==> config.mk <==
export PLATFORM = sky130hd
export DESIGN_NAME = option_feeder
export DESIGN_NICKNAME = d
export VERILOG_FILES = /design/src/rtl/option_feeder.sv
export SDC_FILE = /design/constraint.sdc
export NUM_CORES = 1
export LEC_CHECK = 0
export ABC_CLOCK_PERIOD_IN_PS = 3240
export CAP_MARGIN = 30
export CORE_ASPECT_RATIO = 0.7
export CORE_UTILIZATION = 52
export CTS_BUF_LIST = sky130_fd_sc_hd__clkbuf_16
export DETAILED_ROUTE_END_ITERATION = 6
export PLACE_DENSITY_LB_ADDON = 0.1
export SLEW_MARGIN = 20
export SYNTH_ARGS = -nofsm -noshare
export SYNTH_HDL_FRONTEND = slang
export SYNTH_SLANG_ARGS = --single-unit
==> constraint.sdc <==
create_clock -name clk -period 3.24 [get_ports clk]
set_input_delay 0.324 -clock clk [delete_from_list [all_inputs] [get_ports clk]]
set_output_delay 0.324 -clock clk [all_outputs]
set_load 0.03 [all_outputs]
==> src/rtl/option_feeder.sv <==
// option_feeder -- streams candidate options for each board line to a solver.
//
// Purpose:
//   Keeps a circular queue of line indices (rows 0..SIZE-1, columns
//   SIZE..2*SIZE-1). For each popped line with a non-zero option count it
//   emits the line index word, followed by that line's options read from an
//   external option memory. Gaps only appear between lines. After each line
//   the solver may ask for the line to be requeued, and streaming stops once
//   the solver reports the board solved or the queue drains.
//
// Ports:
//   clk, rst          rising-edge clock, synchronous active-high reset
//   start             one-cycle pulse; begins a solve from IDLE or DONE
//   options_amnt      live remaining-option count per line (solver owned)
//   opt_addr          option memory read address (line*MAX_OPTS + k)
//   opt_rdata         option memory data, valid one cycle after opt_addr
//   option, valid_op  stream word (line index or option pattern) + qualifier
//   started           high from the first emitted word until DONE
//   put_back_to_FIFO  requeue request, sampled only in the cycle after a line
//   solved            solver reports board complete (honoured between lines)
//   done              high in DONE
//   stuck             requeue limit reached (optional feature)
//
// Optional feature (macro FEEDER_PASS_LIMIT_EN):
//   When defined, an 8-bit requeue counter ends the solve with stuck=1 once
//   MAX_REQUEUE pushes have been made since start. When undefined, requeueing
//   is unbounded and stuck is tied low.
module option_feeder #(
  parameter int         SIZE        = 3,
  parameter int         MAX_OPTS    = 64,
  parameter logic [7:0] MAX_REQUEUE = 8'd255
) (
  input  logic                                 clk,
  input  logic                                 rst,
  input  logic                                 start,
  input  logic [6:0]                           options_amnt [2*SIZE],
  output logic [$clog2(2*SIZE*MAX_OPTS)-1:0]   opt_addr,
  input  logic [SIZE-1:0]                      opt_rdata,
  output logic [SIZE-1:0]                      option,
  output logic                                 valid_op,
  output logic                                 started,
  input  logic                                 put_back_to_FIFO,
  input  logic                                 solved,
  output logic                                 done,
  output logic                                 stuck
);

  localparam int LINES = 2*SIZE;
  localparam int AW    = $clog2(2*SIZE*MAX_OPTS);
  localparam int PW    = (LINES > 1) ? $clog2(LINES) : 1;
  localparam int CW    = $clog2(LINES+1);

  typedef enum logic [2:0] {
    S_IDLE, S_LOAD, S_POP, S_IDX, S_OPT, S_WAIT, S_DONE
  } state_t;

  state_t state_reg, state_next;

  logic [SIZE-1:0] queue_mem [LINES];
  logic [PW-1:0]   head_reg, tail_reg;
  logic [CW-1:0]   count_reg;
  logic [SIZE-1:0] load_reg;     // next line index pushed during LOAD
  logic [SIZE-1:0] line_reg;     // line currently being streamed
  logic [6:0]      cnt_reg;      // option count latched at pop time
  logic [6:0]      k_reg;        // index of the option word currently out
  logic            started_reg;

  logic [SIZE-1:0] head_line;
  logic [6:0]      head_cnt;
  logic            last_opt;
  logic            push_back;
  logic            push_en;
  logic [SIZE-1:0] push_data;
  logic            start_ok;
  logic            limit_hit;
  logic [AW-1:0]   base_addr;

  function automatic logic [PW-1:0] wrap_inc(input logic [PW-1:0] p);
    return (p == PW'(LINES-1)) ? '0 : p + 1'b1;
  endfunction

  assign head_line = queue_mem[head_reg];
  assign head_cnt  = options_amnt[head_line];
  assign last_opt  = (k_reg == cnt_reg - 7'd1);
  assign push_back = (state_reg == S_WAIT) && put_back_to_FIFO;
  assign push_en   = (state_reg == S_LOAD) || push_back;
  assign push_data = (state_reg == S_LOAD) ? load_reg : line_reg;
  assign start_ok  = start && ((state_reg == S_IDLE) || (state_reg == S_DONE));
  assign base_addr = AW'(line_reg) * AW'(MAX_OPTS);

`ifdef FEEDER_PASS_LIMIT_EN
  logic [7:0] rq_reg;
  logic       stuck_reg;

  assign limit_hit = push_back && ((rq_reg + 8'd1) == MAX_REQUEUE);

  always_ff @(posedge clk) begin
    if (rst) begin
      rq_reg    <= '0;
      stuck_reg <= 1'b0;
    end else if (start_ok) begin
      rq_reg    <= '0;
      stuck_reg <= 1'b0;
    end else begin
      if (push_back) rq_reg <= rq_reg + 8'd1;
      if (limit_hit) stuck_reg <= 1'b1;
    end
  end

  assign stuck = stuck_reg;
`else
  logic unused_cfg;
  assign unused_cfg = ^MAX_REQUEUE;
  assign limit_hit  = 1'b0;
  assign stuck      = 1'b0;
`endif

  // State register
  always_ff @(posedge clk) begin
    if (rst) state_reg <= S_IDLE;
    else     state_reg <= state_next;
  end

  // Next-state logic
  always_comb begin
    state_next = state_reg;
    case (state_reg)
      S_IDLE, S_DONE: if (start) state_next = S_LOAD;
      S_LOAD:         if (load_reg == SIZE'(LINES-1)) state_next = S_POP;
      S_POP: begin
        // A zero-count line is dropped and POP repeats with the next head.
        if (solved || (count_reg == '0)) state_next = S_DONE;
        else if (head_cnt != 7'd0)       state_next = S_IDX;
      end
      S_IDX:          state_next = S_OPT;
      S_OPT:          if (last_opt) state_next = S_WAIT;
      S_WAIT:         state_next = limit_hit ? S_DONE : S_POP;
      default:        state_next = S_IDLE;
    endcase
  end

  // Outputs. The address runs one word ahead of the stream so that the
  // memory's one-cycle read latency lines up with consecutive option words.
  always_comb begin
    valid_op = 1'b0;
    option   = '0;
    opt_addr = '0;
    case (state_reg)
      S_IDX: begin
        valid_op = 1'b1;
        option   = line_reg;
        opt_addr = base_addr;
      end
      S_OPT: begin
        valid_op = 1'b1;
        option   = opt_rdata;
        if (({1'b0, k_reg} + 8'd1) < {1'b0, cnt_reg})
          opt_addr = base_addr + AW'(k_reg) + AW'(1);
      end
      default: ;
    endcase
  end

  assign done    = (state_reg == S_DONE);
  assign started = started_reg || (state_reg == S_IDX);

  // Queue storage: plain array, no reset needed since count gates every read.
  always_ff @(posedge clk) begin
    if (push_en) queue_mem[tail_reg] <= push_data;
  end

  // Datapath registers
  always_ff @(posedge clk) begin
    if (rst) begin
      head_reg    <= '0;
      tail_reg    <= '0;
      count_reg   <= '0;
      load_reg    <= '0;
      line_reg    <= '0;
      cnt_reg     <= '0;
      k_reg       <= '0;
      started_reg <= 1'b0;
    end else begin
      if (start_ok) begin
        head_reg  <= '0;
        tail_reg  <= '0;
        count_reg <= '0;
        load_reg  <= '0;
      end else begin
        if (push_en) begin
          tail_reg  <= wrap_inc(tail_reg);
          count_reg <= count_reg + 1'b1;
        end
        if (state_reg == S_LOAD) load_reg <= load_reg + 1'b1;
        if ((state_reg == S_POP) && !solved && (count_reg != '0)) begin
          head_reg  <= wrap_inc(head_reg);
          count_reg <= count_reg - 1'b1;
          line_reg  <= head_line;
          cnt_reg   <= head_cnt;
        end
      end
      if (state_reg == S_IDX)      k_reg <= '0;
      else if (state_reg == S_OPT) k_reg <= k_reg + 7'd1;
      if (state_next == S_DONE)     started_reg <= 1'b0;
      else if (state_reg == S_IDX)  started_reg <= 1'b1;
    end
  end

endmodule

* Yosys cells after proc, flatten, opt, wreduce, memory -nomap -nowiden *
Memory sizes are Yosys's and may differ from the RTL's. A register that Yosys moved wholly into a read port is not among the register bits.
Cells that the tools add are included.

storage, ports and cells
  output and inout bits = 16
  register bits = 33
  memories kept = 1
  memory bits (writable) = 18

operators by class
  $add $sub $neg = 10
  bitwise operators = 2
  reduce and logical (&&, ||, !) cells = 20
  order comparisons = 2
  mux-type cells = 22
  equality and inequality tests = 11

memory list
  memory     depth  bits a word  read ports  clocked after memory_dff  wr ports  line  text
  queue_mem  6      3            1           1                         1         59    logic [SIZE-1:0] queue_mem [LINES];

operators by type and width
  kind                                                                 count
  3-bit two-way mux                                                    12
  7-bit binary-select mux with 3-bit select                            1
  3-bit == test (second input constant)                                7
  3-bit one-hot mux with 6 select lines                                1
  9-bit one-hot mux with 2 select lines                                1
  7-bit two-way mux                                                    2
  3-bit by 1-bit adder with 3-bit output (second input constant)       4
  2-bit OR reduction                                                   5
  9-bit by 1-bit adder with 9-bit output (second input constant)       1
  9-bit by 7-bit adder with 9-bit output                               1
  9-bit two-way mux                                                    1
  7-bit by 1-bit adder with 8-bit output (second input constant)       1
  8-bit by 7-bit less-than comparator with 1-bit output                1
  7-bit by 1-bit adder with 7-bit output (second input constant)       1
  7-bit == test                                                        1
  7-bit nonzero test                                                   1
  7-bit by 1-bit subtractor with 7-bit output (second input constant)  1
  3-bit by 2-bit == test with 1-bit output (second input constant)     2
  3-bit zero test                                                      2
  3-bit one-hot mux with 2 select lines                                1
  4-bit greater-or-equal comparator (second input constant)            1
  1-bit logical AND                                                    4
  1-bit logical OR                                                     4
  3-bit NOT with 4-bit output                                          1
  other kinds (8)                                                      10

* Logic depth before layout (Yosys ltp) *
  depth in word-level cells = 10
  gate-level depth with buffers = 10
  mapped depth without buffers = 10

* Least setup slack after synthesis *
OpenSTA, ideal clock, no wires.

  kind = register to output
  start = register k_reg[0]
  end = output port opt_addr[7]
  data arrival time = 2653 ps
  setup slack = 263 ps
  buffers on the path = 0
  cell stages (with the launch flop) = 11
  cell sequence = dfxtp_1 -> ha_1 -> ha_1 -> nor2b_1 -> o21a_1 -> o21a_1 -> o21a_1 -> o21a_1 -> o21ai_1 -> nand3_1 -> o211ai_1

between the ends
  longest elaborated chain between the ends = 4
  elaborated cells on any way between the ends = 6

RTL lines
  what                                                                                                             line      text
  from (decl)                                                                                                      65        logic [6:0] k_reg;
  from (signal assigned)                                                                                           203       else if (state_reg == S_OPT) k_reg <= k_reg + 7'd1;
  9-bit by 7-bit adder with 9-bit output or 7-bit by 1-bit adder with 8-bit output (tied branches)                 158, 157
  9-bit by 1-bit adder with 9-bit output or 8-bit by 7-bit less-than comparator with 1-bit output (tied branches)  158, 157
  9-bit two-way mux *                                                                                              157       if (({1'b0, k_reg} + 8'd1) < {1'b0, cnt_reg})
  9-bit one-hot mux with 2 select lines *                                                                          148       case (state_reg)
  to (decl)                                                                                                        37        output logic [$clog2(2*SIZE*MAX_OPTS)-1:0] opt_addr,

Every way passes the cells marked *; elsewhere a longest branch is shown, timed or not.

* Worst setup path after layout *
Ends and elaborated chain as after synthesis.

==> impl_metrics.tcl <==
set metrics [dict create \
    root_buffer "clkbuf_16" \
    synth_top_area_cell "dfxtp_1" \
    num_io_pins 66 \
    drive_above_1_share 0.104 \
    coreArea_um2 5870 \
    fp.dieH_um 68.3 \
    p_sw_uw 357 \
    grt_first_pass_wirelength_mm 12.4 \
    cts.sinks 54 \
    min_path_cells 2 \
    largest_reg_flops 18 \
    tritoncts.num_buffers 5 \
    dpl.hpwl_mm 5.65 \
    crit_slowest_cell "dfxtp_1" \
    synth_commonest_cells "nor2_1 (50), dfxtp_1 (36), nand2_1 (33), mux2i_1 (25), edfxtp_1 (18)" \
    finalSetupTns_ns 0 \
    synth_top_family_by_area "simple AND/OR/NAND/NOR gates" \
    numPortBuffers 64 \
    cp-end-kind "primary output" \
    min_period_over_period 0.945 \
    area_delta_synth_final_pct 25.4 \
    r2r_setup_slack_ns 0.49 \
    die_area_um2 6600 \
    synth-xor-area-share 0.0672 \
    crit_fanout 8 \
    yosysTopAreaCellShare 0.221 \
    diodes 0 \
    switching_share 0.245 \
    ys.flop_type "dfxtp_1" \
    cap_viol_max_count 0 \
    slew_viol_final 0 \
    setup_viol 0 \
    grt_pass1_vias 2608 \
    syn_avg_cell_area_um2 9.16 \
    ant_nets 0 \
    die_w_um 96.6 \
    netlist_area_um2 3260 \
    muxShareOfSynthArea 0.137 \
    pwr-share-clk 0.382 \
    antenna_found_initial 0 \
    maxSlewHeadroom 0.478 \
    rsz0062_at_grt "false" \
    synth_seq_cells 54 \
    startpoint "k_reg[0]$_SDFFE_PP0N_" \
    worstPathRequired_ns 2.92 \
    final_nets 475 \
    ys_types 55 \
    drtPass1Iterations 4 \
    fmax_ghz 0.327 \
    min_path_type "reg2reg" \
    overflow 0 \
    p_seq_frac 0.490 \
    async_flop_share 0 \
    worstSkewPairLatency_ns 0.29 \
    ys_seq_area_frac 0.387 \
    start_util 0.555 \
    cts_tree "done" \
    ys.warnings.count 0 \
    holdCritStartpoint "cnt_reg[0]$_SDFFE_PP0P_" \
    startpoint_type "flop" \
    synth_edf_count 18 \
    yosysMostFrequentCell "nor2_1" \
    syn_inst 356 \
    routedWlPerCell_um 15.6 \
    synth.top_cells.by_area "dfxtp_1 (22%), edfxtp_1 (17%), mux2i_1 (7.7%), nor2_1 (5.8%), ha_1 (4.6%)" \
    num_vias 2715 \
    gr-usage-all-layers 0.242 \
    combinationalPowerShare 0.129 \
    outcome "finished clean" \
    htreeDepth 2 \
    path_clk_slew_ns 0.08 \
    place_area_um2 3890 \
    syn_nets 419 \
    drc 0 \
    synth-compound-area-share 0.120 \
    drt_iter0_drc 152 \
    crit_type "reg2out" \
    rr_worst_depth 7 \
    crit_top_cell "o21a_1" \
    crit_arrival_ns 2.74 \
    rows 23 \
    worst_slew_pin_slew_ns 0.773 \
    min_period_ns 3.06 \
    pwr_density_cell_nw_per_um2 357 \
    peakVddDrop_v 0.000251 \
    holdWs_ns 0.523 \
    routabilityCongestion 0.820 \
    via_per_inst 5.56 \
    synthAdderAreaFrac 0.0522 \
    wl_mm 7.63 \
    grt_max_degree 24 \
    hold_violations 0 \
    synthSimpleGateAreaFrac 0.182 \
    slowest_delay_ns 0.38 \
    finalClockSkew_ns 0.00619 \
    final_util 0.696 \
    clockBufferDepth 2 \
    postLayoutCellArea_um2 4090 \
    p_int_uw 1100 \
    cp_cell_sequence "ha_4 > ha_1 > nor2b_1 > o21a_1 > o21a_1 > o21a_1 > o21a_1 > o21ai_2 > buf_6 > nand3_4 > o211ai_1 > buf_4" \
    p_leak_uw 0.00154 \
]
-- kinds of logic (layout without fill, tap and decap cells) --
| kind of cell | after synthesis | after routing |
|---|---|---|
| AO/OA/AOI/OAI | 60 | 60 |
| buffers and inverters | 37 | 94 |
| other | 1 | 1 |
| adder cells (fa/ha/maj) | 13 | 13 |
| XOR/XNOR | 25 | 25 |
| flip-flops | 54 | 54 |
| multiplexers | 38 | 38 |
| AND/OR/NAND/NOR | 128 | 128 |
-- cell usage in the layout (no fill, tap or decap), drive strengths merged, types with 2 or more instances in the layout --
| cell type | synthesis | routed |
|---|---|---|
| a211oi | 12 | 12 |
| a21oi | 17 | 17 |
| a31oi | 3 | 3 |
| buf | 7 | 12 |
| clkbuf | 12 | 5 |
| clkdlybuf4s50 | 0 | 55 |
| dfxtp | 36 | 36 |
| edfxtp | 18 | 18 |
| ha | 12 | 12 |
| inv | 18 | 20 |
| mux2 | 10 | 10 |
| mux2i | 25 | 25 |
| mux4 | 3 | 3 |
| nand2 | 33 | 33 |
| nand2b | 3 | 3 |
| nand3 | 6 | 6 |
| nand4 | 3 | 3 |
| nor2 | 50 | 50 |
| nor2b | 7 | 7 |
| nor3 | 12 | 12 |
| nor3b | 3 | 3 |
| o211ai | 3 | 3 |
| o21a | 4 | 4 |
| o21ai | 10 | 10 |
| o31ai | 2 | 2 |
| or2 | 4 | 4 |
| or3 | 3 | 3 |
| xnor2 | 11 | 11 |
| xor2 | 14 | 14 |
-- cell type report --
class	instances	area (um2)
fillers	473	1780
inverters	18	67.6
multi-input cells	265	1860
clock inverters	3	26.3
flip-flops and latches	54	1260
repair buffers	68	653
clock buffers	5	125
well taps	75	93.8
-- worst paths after layout --
kind / to
worst max-delay path: opt_addr[7]
worst min-delay path: cnt_reg[0]$_SDFFE_PP0P_
worst max register to register: state_reg[0]$_SDFF_PP0_
worst min register to register: cnt_reg[0]$_SDFFE_PP0P_
-- stage by stage --
stage	cells	power, uW	setup slack, ns
final	488	1460	0.177
after global routing	488	1510	0.0190
after CTS	488	1470	0.0201
after detailed placement	480	916	0.246
after global placement	480	913	0.300
after floorplan	356	837	0.263
-- worst max-delay path, delay by kind of cell, from the launching register on --
| family | cells | cell delay, ns |
|---|---|---|
| DFF | 1 | 0.38 |
| AOI/OAI and AO/OA | 6 | 1.01 |
| buffers and inverters | 2 | 0.32 |
| and+or+nand+nor | 2 | 0.25 |
| adders and majority gates | 2 | 0.49 |
-- routing by layer --
layer / GRT usage / share of wire / vias up
met5: 0 / 0 / -
met4: 0.0634 / 0.0088 / 0
met3: 0.0592 / 0.060 / 7
met2: 0.382 / 0.43 / 78
met1: 0.334 / 0.50 / 1274
li1: - / - / 1356
-- repair_timing --
item,in CTS,in global routing
hold buffers,0,0
pin swaps,0,2
gates resized for setup,2,7
setup endpoints to repair,7,9
cloned,0,0
setup buffers,0,0
-- power by group through the flow --
stage | sequential [uW] | combinational, uW | clock [uW]
after CTS | 714 | 188 | 565
after global placement | 729 | 184 | 0
after global routing | 715 | 206 | 592
final | 714 | 188 | 556
after detailed placement | 730 | 186 | 0
after floorplan | 727 | 110 | 0
Power figures use the tool's default switching activity.
